<file path="config.mk">
export PLATFORM = sky130hd
export DESIGN_NAME = board_reader
export DESIGN_NICKNAME = d
export VERILOG_FILES = /design/src/rtl/board_reader.sv
export SDC_FILE = /design/constraint.sdc
export NUM_CORES = 1
export LEC_CHECK = 0
export ABC_AREA = 1
export BUFFER_PORTS_ARGS = -buffer_cell sky130_fd_sc_hd__buf_4
export CAP_MARGIN = 25
export CORE_MARGIN = 2
export CORE_UTILIZATION = 57
export DETAILED_ROUTE_END_ITERATION = 6
export GPL_TIMING_DRIVEN = 0
export PLACE_DENSITY = 0.84
export RECOVER_POWER = 100
export SLEW_MARGIN = 20
export SYNTH_ARGS = -nofsm -noshare
export SYNTH_HDL_FRONTEND = slang
export SYNTH_SLANG_ARGS = --single-unit
</file>
<file path="constraint.sdc">
create_clock -name clk -period 3.37 [get_ports clk]
set_clock_uncertainty 0.1 [all_clocks]
set_input_delay 0.1685 -clock clk [delete_from_list [all_inputs] [get_ports clk]]
set_output_delay 0.1685 -clock clk [all_outputs]
set_load 0.05 [all_outputs]
</file>
<file path="src/rtl/board_reader.sv">
// board_reader: scans a ROWS x WIDTH board one row at a time and streams its
// cells out over a valid/ready handshake, row 0 first, column 0 first.
//
// Ports:
//   clk        - single clock, rising edge
//   reset      - asynchronous, active-low reset
//   start      - request one full board scan (sampled only while idle)
//   row_addr   - row select to board storage (always equals the current row)
//   row_data   - row contents, combinational from row_addr
//   cell_out   - current cell value
//   cell_x     - column of cell_out (bit 0 of the row is column 0)
//   cell_y     - row of cell_out
//   cell_valid - cell_out/cell_x/cell_y/cell_last are valid
//   cell_ready - consumer accepts the cell
//   cell_last  - high with the final cell (WIDTH-1, ROWS-1)
//   busy       - high whenever a scan is in progress
//   done       - one-cycle pulse after the last cell is accepted
//   live_count - number of 1-cells streamed in the current/last scan
//                (only when BOARD_READER_LIVE_COUNT_EN is defined)
//
// Optional feature macro: BOARD_READER_LIVE_COUNT_EN
module board_reader #(
    parameter int unsigned WIDTH = 11,
    parameter int unsigned ROWS  = 8,
    localparam int unsigned XW   = $clog2(WIDTH),
    localparam int unsigned YW   = $clog2(ROWS)
) (
    input  logic             clk,
    input  logic             reset,
    input  logic             start,
    output logic [YW-1:0]    row_addr,
    input  logic [WIDTH-1:0] row_data,
    output logic             cell_out,
    output logic [XW-1:0]    cell_x,
    output logic [YW-1:0]    cell_y,
    output logic             cell_valid,
    input  logic             cell_ready,
    output logic             cell_last,
    output logic             busy,
    output logic             done
`ifdef BOARD_READER_LIVE_COUNT_EN
    ,
    output logic [$clog2(WIDTH*ROWS+1)-1:0] live_count
`endif
);

    typedef enum logic [1:0] {
        IDLE   = 2'd0,
        FETCH  = 2'd1,
        STREAM = 2'd2,
        DONE   = 2'd3
    } state_e;

    state_e           state_q, state_d;
    logic [XW-1:0]    x_q, x_d;
    logic [YW-1:0]    y_q, y_d;
    logic [WIDTH-1:0] sr_q, sr_d;
    logic             cell_valid_q, cell_valid_d;
    logic             cell_last_q, cell_last_d;
    logic             busy_q, busy_d;
    logic             done_q, done_d;

    logic xfer_c;
    logic x_end_c;
    logic y_end_c;

    assign xfer_c  = cell_valid_q && cell_ready;
    assign x_end_c = (x_q == XW'(WIDTH - 1));
    assign y_end_c = (y_q == YW'(ROWS - 1));

    // Next-state, counters, shift register and registered-output decode
    always_comb begin
        state_d = state_q;
        x_d     = x_q;
        y_d     = y_q;
        sr_d    = sr_q;

        unique case (state_q)
            IDLE: begin
                if (start) begin
                    state_d = FETCH;
                    x_d     = '0;
                    y_d     = '0;
                end
            end
            FETCH: begin
                sr_d    = row_data;
                x_d     = '0;
                state_d = STREAM;
            end
            STREAM: begin
                if (xfer_c) begin
                    sr_d = sr_q >> 1;
                    if (!x_end_c) begin
                        x_d = x_q + XW'(1);
                    end else if (!y_end_c) begin
                        // Next row; x restarts in FETCH
                        x_d     = '0;
                        y_d     = y_q + YW'(1);
                        state_d = FETCH;
                    end else begin
                        // Final cell: x/y park at the last position
                        state_d = DONE;
                    end
                end
            end
            DONE: begin
                state_d = IDLE;
                x_d     = '0;
                y_d     = '0;
                sr_d    = '0;
            end
            default: begin
                state_d = IDLE;
            end
        endcase

        cell_valid_d = (state_d == STREAM);
        cell_last_d  = (state_d == STREAM) && (x_d == XW'(WIDTH - 1))
                       && (y_d == YW'(ROWS - 1));
        busy_d       = (state_d != IDLE);
        done_d       = (state_d == DONE);
    end

    always_ff @(posedge clk or negedge reset) begin
        if (!reset) begin
            state_q      <= IDLE;
            x_q          <= '0;
            y_q          <= '0;
            sr_q         <= '0;
            cell_valid_q <= 1'b0;
            cell_last_q  <= 1'b0;
            busy_q       <= 1'b0;
            done_q       <= 1'b0;
        end else begin
            state_q      <= state_d;
            x_q          <= x_d;
            y_q          <= y_d;
            sr_q         <= sr_d;
            cell_valid_q <= cell_valid_d;
            cell_last_q  <= cell_last_d;
            busy_q       <= busy_d;
            done_q       <= done_d;
        end
    end

    assign row_addr   = y_q;
    assign cell_out   = sr_q[0];
    assign cell_x     = x_q;
    assign cell_y     = y_q;
    assign cell_valid = cell_valid_q;
    assign cell_last  = cell_last_q;
    assign busy       = busy_q;
    assign done       = done_q;

`ifdef BOARD_READER_LIVE_COUNT_EN
    localparam int unsigned LCW = $clog2(WIDTH*ROWS+1);

    logic [LCW-1:0] lc_q, lc_d;

    // Live-cell counter: cleared when a scan starts, held after it ends
    always_comb begin
        lc_d = lc_q;
        if ((state_q == IDLE) && start) begin
            lc_d = '0;
        end else if (xfer_c && sr_q[0]) begin
            lc_d = lc_q + LCW'(1);
        end
    end

    always_ff @(posedge clk or negedge reset) begin
        if (!reset) begin
            lc_q <= '0;
        end else begin
            lc_q <= lc_d;
        end
    end

    assign live_count = lc_q;
`endif

endmodule

</file>
Word-level counts from Yosys, hierarchy flattened --
Index checks and enable logic that the tools add are counted.
Cells by class: multiplexer cells 17, add/sub/neg operators 2, reductions and logical operators 8, eq/ne operators 10
Operator list (count):
- $pmux W11 S3 | 1
- $mux W4 | 4
- $mux W3 | 4
- $pmux W4 S3 | 1
- $mux W11 | 1
- $pmux W3 S3 | 1
- $eq A2 B2 Y1 const B | 4
- $eq A4 B4 Y1 const B | 2
- $mux W2 | 4
- $pmux W2 S4 | 1
- $eq A3 B3 Y1 const B | 2
- $add A4 B1 Y4 const B | 1
- $add A3 B1 Y3 const B | 1
- $logic_and A1 B1 Y1 | 3
- $reduce_bool A3 Y1 | 1
- $eq A2 B1 Y1 const B | 1
- $logic_not A2 Y1 | 1
- $ne A2 B2 Y1 const B | 1
- $reduce_and A2 Y1 | 1
- $reduce_bool A2 Y1 | 1
- $reduce_or A2 Y1 | 1
Storage, ports and cells: word-level logic and storage cells 45, output and inout bits 15, register bits after elaboration 24, input port bits 15

Depth between registers and ports, before layout --
depth after elaboration 8, depth in mapped cells 13, depth with buffers taken out 13

Least setup slack after synthesis --
Ideal clock, no wire load.
path type reg-to-reg, start reg x_q[0], in the netlist cell_x[0], end reg cell_last_q, in the netlist cell_last, data required time 3.201 ns, setup time 0.069 ns, cell stages (with the launch flop) 12, data arrival time 1.695 ns, slack 1.506 ns, cells stage by stage dfrtp_1 -> inv_1 -> ha_1 -> nand2_1 -> nor2_2 -> nand3_1 -> nand2_1 -> nand2_1 -> nand2_1 -> nor2_1 -> nand2_1 -> nor2_2
On the way: cells in the longest elaborated chain, start to end 7, elaborated cells between the ends (all ways) 18
RTL lines:
- from (decl) | RTL line 55 | logic [XW-1:0] x_q, x_d;
- from (signal assigned) | RTL line 128 | x_q <= '0;
- from (signal assigned) | RTL line 137 | x_q <= x_d;
- $eq A4 B4 Y1 | RTL line 68 | assign x_end_c = (x_q == XW'(WIDTH - 1));
- $mux W2 | RTL line 94 | if (!x_end_c) begin
- $mux W2 | RTL line 92 | if (xfer_c) begin
- $pmux W2 S4 | RTL line 78 | unique case (state_q)
- via state_d[1] | RTL line 54 | state_e state_q, state_d;
- $eq A2 B2 Y1 | RTL line 119 | cell_last_d = (state_d == STREAM) && (x_d == XW'(WIDTH - 1))
- $logic_and A1 B1 Y1 | RTL line 119
- $logic_and A1 B1 Y1 | RTL line 120 | && (y_d == YW'(ROWS - 1));
- via cell_last_d | RTL line 59 | logic cell_last_q, cell_last_d;
- to (signal assigned) | RTL line 141 | cell_last_q <= cell_last_d;
- to (decl) | RTL line 59
The timed path passes the listed nets, and every way through them passes these cells. A chain may end at the register's enable or synchronous reset.

Worst setup path after layout --
Ends and elaborated chain as after synthesis.

==> results by group <==
Run status
  – Status: finished clean

Synth
  – Syn_area_per_cell: 7.58 sq um
  – Yosys top cell by area: dfrtp_1
  – Cells after synthesis: 173
  – Yosys cell types: 21
  – Post-synthesis sequential area ratio: 0.458
  – Synth top area cells: dfrtp_1 (46%), nand2_1 (15%), o21ai_0 (6.9%)
  – #FFs+latches synth: 24
  – Syn Nets: between 150 and 200
  – Yosys warns: 0
  – Cell area after synthesis: approximately 1300 sq um
  – Top cell type's share of synthesized area: 0.458

Global routing
  – Largest net degree at the start of global routing: 25
  – Total GRT Usage: 0.246
  – Gr ovfl total: 0
  – Initial antenna violation count: 0
  – First-pass GRT wire length: about 4800 um
  – Vias in the first global route: roughly 1.2k

Power and ir drop
  – VDD IR max: around 0.5 mV
  – Internal: about 650 uW
  – Clock power share: 0.172
  – P_leak: 0.000807 uW
  – Sw power: roughly 540 uW
  – Combinational share of power: 0.456
  – P per Cell Area: around 760 nW/um^2
  – Share of power burned in registers: 0.372
  – Sw frac: 0.456

Timing
  – Fmax: 0.481 GHz
  – Fin worst setup slack: 1290 ps
  – Rel. slew slack: 0.158
  – Setup_tns: 0 ps
  – RSZ-0062 raised after global routing: false
  – Setup violations, final: 0
  – Post-route clock period utilization: 0.616
  – Minimum clock period: roughly 2100 ps
  – Worst-margin pin slew: 1260 ps
  – Slew Viols, Final: 0
  – Hold Vio Cnt, Final: 0

Die
  – Ports: 30
  – Effective utilization at floorplan: 0.599
  – FP Rows: 17
  – Die W: 52.0 um
  – Die area: 2700 sq um
  – Core ar.: 2190 sq um
  – Die H: between 50 and 60 um

Routing
  – Drt pass-1 iters: 7
  – Highest metal used: met4
  – Met3 Wirelength: approximately 150 um
  – DRT met1 WL: around 1200 um
  – Routed via count: ~1.3k
  – Post-route DRC violation count: 0
  – WL met2: around 1500 um
  – Drt initial violations: 32
  – Routed WL: ~3000 um
  – Vias per cell: 5.49
  – Antenna-violating nets left: 0
  – Routed len/inst: ~13 um

Critical path
  – R2r endpoint: cell_last
  – Startpoint types: register
  – Element type at the critical path end: register
  – Flop2flop setup slack: approximately 1300 ps
  – CP Data Arrival Time: about 2200 ps
  – FF-to-FF path depth: 11
  – Critical path peak fanout: 6
  – Critical Path RT: 3490 ps
  – Crit Path Class: reg2reg
  – Worst reg2reg path startpoint: cell_x[0]

CTS
  – H-tree depth: 1
  – CTS tree: yes
  – CTS Buffer Depth: 2
  – Postcts setup bufs: 0
  – Clock sinks: 24
  – TritonCTS buffer count: 3
  – Root cell of the clock tree: clkbuf_4
  – Clock slew at reported path FFs: between 100 and 150 ps
  – Worst-skew pair later-pin latency: 310 ps

Min path
  – Hold Crit Start: row_data[1]
  – Hold Path End: sr_q[1]
  – Hold Path Stages: 3
  – Worst min path class: in2reg

Finish
  – Ant diodes: 0
  – Ratio of cells with drive above 1 in the final layout: 0.159
  – Synthesis-to-layout area growth: 18.5%
  – Area of the multi-input gates: roughly 530 sq um
  – Storage element area: ~600 sq um
  – Filler cells: between 200 and 250
  – Cell Count, Final, Fillers Out: between 200 and 250
  – Final net count: ~230

Placement
  – GP Congestion: roughly 0.84
  – IO Port Bufs: 29
  – Pre-CTS setup slack: between 1500 and 2000 ps
  – Placed Cells: 230
  – HPWL after DPL: approximately 2100 um

Flow run
  – Max cap viols: 0
==> synth_stat cells, drive strengths merged <==
master,count
a21oi,2
a31oi,2
buf,5
clkbuf,2
dfrtp,24
ha,3
inv,29
nand2,56
nand3,16
nand4,4
nor2,9
o21ai,21
==> metal layers <==
metal,GRT usage,vias to the layer above
met5,0,-
met2,0.466,54
met4,0.101,0
li1,-,613
met3,0.0345,16
met1,0.269,613
==> cell families after synthesis <==
logic type                 count (synthesis)  synth area share
DFF                                       24             0.458
AOI/OAI and AO/OA                         25             0.100
adders and majority gates                  3            0.0286
and+or+nand+nor                           85             0.295
buffers and inverters                     36             0.118
==> power groups by stage <==
stage,registers (uW),logic (uW),clock network [uW]
2_1_floorplan,548,307,0
3_3_place_gp,444,553,0
3_5_place_dp,450,569,0
4_1_cts,444,579,211
5_1_grt,450,605,221
6_report,442,542,204
==> registers in the layout, indices dropped and copies added, names as in the netlist <==
register / count
done: 1
sr_q: 11
cell_x: 4
state_q: 2
cell_last: 1
busy: 1
cell_valid: 1
cell_y: 3
==> through the flow <==
stage                     total power, uW  hold slack, ps  utilization  instance area, sq um
after detailed placement             1020           -15.5        0.714                  1560
after global routing                 1280            8.46        0.709                  1550
final                                1190            15.7        0.709                  1550
after global placement                996           -19.0        0.714                  1560
after CTS                            1230            5.15        0.747                  1640
after floorplan                       855            -227            -                  1310
==> worst max path at each step <==
stage                     startpoint        end  slack, ps  cells after the start
after global placement     cell_x[0]  cell_last       1670                     11
final                      cell_x[0]  cell_last       1290                     11
after CTS                  cell_x[0]  cell_last       1560                     11
after detailed placement   cell_x[0]  cell_last       1620                     11
after global routing       cell_x[0]  cell_last       1110                     11
after floorplan            cell_x[0]  cell_last       1510                     11
==> layout by cell type, fill, tap and decap left out, types with 3 or more instances in the layout <==
cell | netlist | layout
buf_4 | 3 | 16
clkbuf_1 | 2 | 19
clkbuf_4 | 0 | 3
dfrtp_1 | 24 | 24
ha_1 | 3 | 3
inv_1 | 22 | 22
inv_2 | 7 | 7
nand2_1 | 53 | 54
nand3_1 | 14 | 15
nand4_1 | 4 | 4
nor2_1 | 5 | 7
o21ai_0 | 18 | 20
==> worst max-delay path, cell delays in order, from the launching register on <==
cell     delay, ps
dfrtp_1        470
inv_1          110
ha_1           190
nand3_1        180
nor2_1         340
nand2_2         60
o21ai_0        210
inv_2           70
nand2_1        100
nor2_1          50
nand2_1         70
nor2_2          30
==> layout make-up <==
| cell class | instances | area share |
|---|---|---|
| clock inverter | 1 | 0.0193 |
| clock buffer | 3 | 0.0145 |
| tap | 28 | 0.0225 |
| multi-input combinational | 113 | 0.344 |
| inverter | 29 | 0.0700 |
| buffer | 7 | 0.0290 |
| sequential | 24 | 0.386 |
| timing repair buffer | 31 | 0.114 |
==> timing repair <==
item | in CTS | in global routing
hold buffers | 2 | 0
gates resized for setup | 0 | 0
hold endpoints to repair | 25 | 0
Note: power is estimated with default switching activity, not from simulation.
